--- src/rtl/hazard_ctrl.sv ---
// hazard_ctrl: load-use, redirect and data-memory-wait stall/flush controller with perf counters
module hazard_ctrl #(
    parameter int CNT_W       = 32,
    parameter int MEM_TIMEOUT = 255
) (
    input  logic             clk,
    input  logic             rst,
    input  logic [4:0]       id_rs1,
    input  logic [4:0]       id_rs2,
    input  logic             id_use_rs1,
    input  logic             id_use_rs2,
    input  logic [4:0]       ex_rd,
    input  logic             ex_reg_we,
    input  logic             ex_mem_read,
    input  logic [1:0]       ex_jump_t,
    input  logic             ex_branch_taken,
    input  logic             mem_mem_read,
    input  logic             mem_mem_write,
    input  logic             dmem_ready,
    output logic             pc_we,
    output logic             if_id_we,
    output logic             id_ex_we,
    output logic             ex_mem_we,
    output logic             mem_wb_we,
    output logic             if_id_flush,
    output logic             id_ex_flush,
    output logic             mem_err,
    output logic [CNT_W-1:0] stall_cycles,
    output logic [CNT_W-1:0] flush_count
);
    localparam logic [1:0] RUN      = 2'd0;
    localparam logic [1:0] MEM_WAIT = 2'd1;
    localparam logic [1:0] ERR      = 2'd2;

    logic [1:0]       state_q, state_d;
    logic [15:0]      wait_cnt_q, wait_cnt_d;
    logic             mem_err_q, mem_err_d;
    logic [CNT_W-1:0] stall_q, stall_d, flush_q, flush_d;
    logic             freeze, redirect, load_use;

    assign freeze   = (mem_mem_read | mem_mem_write) & ~dmem_ready;
    assign redirect = ex_branch_taken | (ex_jump_t == 2'b01) | (ex_jump_t == 2'b10);
    assign load_use = ex_mem_read & ex_reg_we & (ex_rd != 5'd0) &
                      ((id_use_rs1 & (id_rs1 == ex_rd)) | (id_use_rs2 & (id_rs2 == ex_rd)));

    // Any state other than RUN/MEM_WAIT behaves as ERR so a corrupted state stays safe.
    always_comb begin
        state_d     = state_q;
        wait_cnt_d  = wait_cnt_q;
        mem_err_d   = mem_err_q;
        stall_d     = stall_q;
        flush_d     = flush_q;
        pc_we       = 1'b0;
        if_id_we    = 1'b0;
        id_ex_we    = 1'b0;
        ex_mem_we   = 1'b0;
        mem_wb_we   = 1'b0;
        if_id_flush = 1'b0;
        id_ex_flush = 1'b0;
        if (rst) begin
            if_id_flush = 1'b1;
            id_ex_flush = 1'b1;
        end else if (state_q != RUN && state_q != MEM_WAIT) begin
            mem_err_d = 1'b1;
        end else if (freeze) begin
            stall_d = stall_q + CNT_W'(1);
            if (state_q == RUN) begin
                state_d    = MEM_WAIT;
                wait_cnt_d = 16'd1;
            end else if (wait_cnt_q == 16'(MEM_TIMEOUT)) begin
                state_d   = ERR;
                mem_err_d = 1'b1;
            end else begin
                wait_cnt_d = wait_cnt_q + 16'd1;
            end
        end else begin
            state_d    = RUN;
            wait_cnt_d = 16'd0;
            id_ex_we   = 1'b1;
            ex_mem_we  = 1'b1;
            mem_wb_we  = 1'b1;
            if (redirect) begin
                pc_we       = 1'b1;
                if_id_we    = 1'b1;
                if_id_flush = 1'b1;
                id_ex_flush = 1'b1;
                flush_d     = flush_q + CNT_W'(1);
            end else if (load_use) begin
                id_ex_flush = 1'b1;
                stall_d     = stall_q + CNT_W'(1);
            end else begin
                pc_we    = 1'b1;
                if_id_we = 1'b1;
            end
        end
    end

    always_ff @(posedge clk or posedge rst) begin
        if (rst) begin
            state_q    <= RUN;
            wait_cnt_q <= 16'd0;
            mem_err_q  <= 1'b0;
            stall_q    <= '0;
            flush_q    <= '0;
        end else begin
            state_q    <= state_d;
            wait_cnt_q <= wait_cnt_d;
            mem_err_q  <= mem_err_d;
            stall_q    <= stall_d;
            flush_q    <= flush_d;
        end
    end

    assign mem_err      = mem_err_q;
    assign stall_cycles = stall_q;
    assign flush_count  = flush_q;
endmodule
--- config.mk ---
export PLATFORM = sky130hd
export DESIGN_NAME = hazard_ctrl
export DESIGN_NICKNAME = d
export VERILOG_FILES = /design/src/rtl/hazard_ctrl.sv
export SDC_FILE = /design/constraint.sdc
export NUM_CORES = 1
export LEC_CHECK = 0
export BUFFER_PORTS_ARGS = -buffer_cell sky130_fd_sc_hd__clkbuf_2
export CAP_MARGIN = 20
export CORE_AREA = 2 2 75 113
export CTS_BUF_LIST = sky130_fd_sc_hd__clkbuf_4 sky130_fd_sc_hd__clkbuf_8 sky130_fd_sc_hd__clkbuf_16
export CTS_CLUSTER_SIZE = 16
export DETAILED_ROUTE_END_ITERATION = 7
export DIE_AREA = 0 0 77 115
export PLACE_DENSITY = 0.79
export SETUP_SLACK_MARGIN = 0.4
export SYNTH_ARGS = -nofsm -noshare
export SYNTH_HDL_FRONTEND = slang
export SYNTH_SLANG_ARGS = --single-unit
--- constraint.sdc ---
create_clock -name clk -period 3.6 [get_ports clk]
set_input_delay 0.54 -clock clk [delete_from_list [all_inputs] [get_ports clk]]
set_output_delay 0.54 -clock clk [all_outputs]
set_load 0.05 [all_outputs]
-- Word level (Yosys, flattened, before mapping)
Cells that the tools add are included.
- bits in registers: 83
- bits of input ports: 27
- output and inout port bits: 72
- add/sub/neg operators: 3
- eq/ne operators: 10
- muxes and demuxes: 30
- bitwise logic cells: 14
- reductions and logical operators: 12
- operator list (cell ; count):
    $mux 32 ; 3
    $add 32x1->32 const B ; 2
    $mux 16 ; 3
    $mux 1 ; 21
    $add 16x1->16 const B ; 1
    $eq 16x8->1 const B ; 1
    $reduce_and 4->1 ; 3
    $eq 5x5->1 ; 2
    $reduce_bool 2->1 ; 4
    $and 1x1->1 ; 6
    $mux 2 ; 3
    $reduce_and 3->1 ; 2
    $reduce_bool 5->1 ; 1
    $ne 2x2->1 const B ; 2
    $not 1->1 ; 4
    $or 1x1->1 ; 4
    $ne 3x1->1 const B ; 1
    $ne 3x3->1 const B ; 1
    $eq 2x1->1 const B ; 1
    $eq 2x2->1 const B ; 1
    $logic_not 2->1 ; 1
    $ne 2x1->1 const B ; 1
    $logic_and 1x1->1 ; 1

-- Logic depth before layout (Yosys ltp)
- depth in word-level cells: 9
- depth in mapped cells: 7
- depth with buffers taken out: 7

-- Worst setup path before layout
OpenSTA, ideal clock, no wires.
- kind: input-to-output
- start: input rst
- end: output id_ex_flush
- arrival time: 3.816 ns
- path slack: -0.756 ns
- stages on the path: 3
- path buffers: 0
- cell sequence: inv_1 nand2_1 a31o_2
- cells in the longest elaborated chain, start to end: 1
- RTL lines (element ; RTL line ; source):
    start: declaration ; 7 ; input logic rst,
    $mux 1 ; 60 ; if (rst) begin
    end: declaration ; 26 ; output logic id_ex_flush,
No other way between the ends.

-- Worst setup path after layout
- start: register state_q[1]
- end: output if_id_we
- cells in the longest elaborated chain, start to end: 4
- elaborated cells between the ends (all ways): 5
- RTL lines (element ; RTL line ; source):
    start: declaration ; 35 ; logic [1:0] state_q, state_d;
    start signal: assignment ; 106 ; state_q <= state_d;
    $ne 2x1->1 or $reduce_bool 2->1 (tied branches) ; 63 ; end else if (state_q != RUN && state_q != MEM_WAIT) begin
    $logic_and 1x1->1 (*) ; 63 ;
    $mux 1 (*) ; 63 ;
    $mux 1 (*) ; 60 ;
    end: declaration ; 21 ; output logic if_id_we,
Mark *: on every way between the ends. The rest lies on a longest branch, timed or not.

==> parameters.txt <==
Parameter                              Value

Timing
  Actual slew at the worst max-slew pin ... 0.555 ns
  Final Hold Violating Endpoints ... 0
  Fin Setup TNS ... 0 ns
  Worst slew slack as a fraction of its limit ... 63.0%
  Period utilization ... 72.3%
  RSZ-0062 raised after global routing ... no
  Setup violation total in the final timing report ... 0
  Post-Route Hold Slack ... 0.367 ns
  Minimum clock period ... 2.60 ns
  Max Transition Viols Final ... 0
  Worst setup skew after layout ... 0.00863 ns
  Max frequency ... just under 0.4 GHz

Routing
  DRC violation count after routing ... 0
  Remaining antenna violation count ... 0
  Number of DRC markers after the initial detailed-route iteration ... 126
  Via density per instance ... around 5.4
  WL final ... 9.01 mm
  First-pass iteration count of the detailed router ... 4
  Average routed wire per standard cell ... around 15 um
  Via count ... 3275

Clock tree
  TritonCTS Sinks ... between 80 and 90
  Clk Tree Root Cell ... clkbuf_16
  Clock-pin slew on the worst setup and hold paths ... 0.06 ns
  Gates resized, CTS repair ... 0
  Maximum clock insertion buffer count ... 2
  Source-to-sink clock delay at the later pin of the worst-skew pair ... 0.33 ns
  H-tree depth ... 3
  Quantity of hold-fixing buffers added after cts ... 0
  Post-CTS setup buffers ... 0
  CTS tree ... built
  Total clock buffers created by CTS ... 9

Setup path
  Required time at the worst-slack endpoint ... 3.06 ns
  Data arrival at the endpoint of the critical path ... around 2 ns
  Maximum fanout count along the critical path ... 10
  Crit Path Category ... reg2out
  Sort of element at the end of the critical path ... output pin
  Kind of start point of the critical path ... flip-flop

Synthesis
  Syn_area_per_cell ... 10.7 um^2
  Summed instance area of the synthesized netlist ... 0.00417 mm^2
  Cell with the most instances after synthesis ... dfrtp_1
  Number of instances in the synthesized netlist ... 391
  Main area contributors after synthesis ... dfrtp_1 50%, xnor2_1 8.8%, xor2_1 8.8%
  Top-area cell type share of the netlist area ... approximately 50%
  Part of the Yosys area used for sequential elements ... between 40% and 50%
  Cell taking the most area after synthesis ... dfrtp_1
  YS warnings ... 0
  Predominant post-synthesis flop cell ... dfrtp_1
  Number of nets in the synthesized netlist ... ~420
  Leading post-synthesis cells by instance count ... 83 x dfrtp_1, 42 x xnor2_1, 42 x xor2_1
  Fraction of registers with async set or reset after synthesis ... 100%
  Number of flops mapped to enable cells by yosys ... 0
  Count of state elements after synthesis ... 83
  Yosys cell types ... 49

Global routing
  Number of global-route vias before repair ... approximately 3200
  Largest net degree at the start of global routing ... 84
  Final global-route overflow total ... 0
  All-layer global routing usage ... a little over a fifth
  Global-route wire length before repair ... 15.1 mm
  Antenna violations before repair ... 0

Power
  Total power consumption of the routed design ... 2.62 mW
  Power density cells ... 517 mW/mm^2
  Switching power total ... 0.918 mW
  Power share of the sequential group ... 43.0%
  Leak ... ~2.5 nW
  Sw Share ... 35.0%
  Largest voltage drop on the vdd net ... 0.000457 V
  Part of the power in the clock network ... 33.5%
  Internal ... 1.70 mW
  Proportion of power drawn by combinational gates ... 23.6%

Min path
  Worst min-delay path category ... in2async

Finish
  Layout overhead on the synthesized area ... 21.5%
  Number of non-filler instances in the completed layout ... 603
  Number of nets in the layout ... approximately 520
  Final design instance area without fill ... 0.00506 mm^2
  Number of fillers in the final layout ... approximately 670
  Diode count ... 0
  Fraction of final layout cells with drive strength greater than 1 ... about 27%

Placed design
  Detailed placer's ending HPWL ... 6.53 mm
  Number of buffers added on ports ... 98
  Instance area after placement ... 0.00474 mm^2
  Number of instances in the placed design ... 586
  Weighted congestion at the end of routability-driven global placement ... a little under 0.9

Die
  Starting density of the core ... roughly 53%
  Core Rows ... 40
  I/O pins ... 99
  Die area ... 0.00886 mm^2
  Floorplan die height ... 115 um
  Die W ... 77 um
  Area of the placeable core ... 0.00791 mm^2

Flow run
  MaxCap Viol Count ... 0

Outcome
  Result of the run ... completed
## placed cells by master, fill, tap and decap left out, drive strengths merged, types with 4 or more instances in the layout
master and instances:
dfrtp 83, nor2 42, and3 13, inv 8
xor2 43, nand4 17, nand2 36, nor3b 4
and4 9, clkbuf 107, o21ai 4, clkinv 4
nor3 16, nor4 6, xnor2 43, nand3 27
## final timing paths
path                            slack [ns]             start  depth (start not counted)          endpoint
worst max-delay path                   1.0        state_q[1]                          4          if_id_we
worst min-delay path                  0.37               rst                          3        state_q[0]
worst max register to register        1.34        state_q[1]                          6   flush_count[28]
worst min register to register        0.47  stall_cycles[31]                          1  stall_cycles[31]
max in group asynchronous             2.64               rst                          4    flush_count[1]
min in group clk                      0.47  stall_cycles[31]                          1  stall_cycles[31]
## cells by family (layout without fill, tap and decap cells)
family                   Yosys count  in the layout  synth area share, %
buffers and inverters             18            125                 2.28
XOR/XNOR                          86             86                 18.4
flip-flops                        83             83                 49.9
multiplexers                       2              2                0.541
AND/OR/NAND/NOR                  176            176                 22.4
AO/OA/AOI/OAI                     23             23                 5.59
adder cells (fa/ha/maj)            3              3                0.901
## layer usage
layer / wire length, um / part of all wire [%] / vias to the layer above / global-route usage (%)
met5: 0 / 0 / - / 0
met2: 4840 / 54 / 96 / 36.7
li1: - / - / 1560 / -
met4: 109 / 1.2 / 0 / 11.5
met1: 3690 / 41 / 1610 / 26.7
met3: 368 / 4.1 / 9 / 3.45
## worst max-delay path: stages, from the launching register on
cell,delay [ns]
dfrtp_1,0.43
or2_1,0.41
nor2_2,0.39
o21a_1,0.21
clkbuf_2,0.28
## power groups by stage
stage	registers (mW)	clock network, mW	logic (mW)
after CTS	1.12	0.902	0.619
after global placement	1.14	0	0.609
after floorplan	1.39	0	0.198
final	1.13	0.876	0.618
after global routing	1.14	0.947	0.655
after detailed placement	1.14	0	0.617
## state kept, by name, indices dropped and copies added, names as in the netlist
name          flops
mem_err           1
wait_cnt_q       16
stall_cycles     32
state_q           2
flush_count      32
## stage by stage
| step | utilization [%] | setup slack [ns] |
|---|---|---|
| after global placement | 60.0 | 1.15 |
| after floorplan | - | 0.499 |
| after CTS | 63.6 | 0.991 |
| final | 64.0 | 0.999 |
| after detailed placement | 60.0 | 1.11 |
| after global routing | 64.0 | 0.911 |
## final cells by class
class                   count  area [um^2]  area share (%)
flip-flops and latches     83         2080            41.0
multi-input cells         290         2000            39.5
repair buffers            101          533            10.5
clock buffers               9          225            4.45
well taps                 105          131            2.60
clock inverters             6         57.6            1.14
inverters                   9         37.5           0.741
Power figures use the tool's default switching activity.
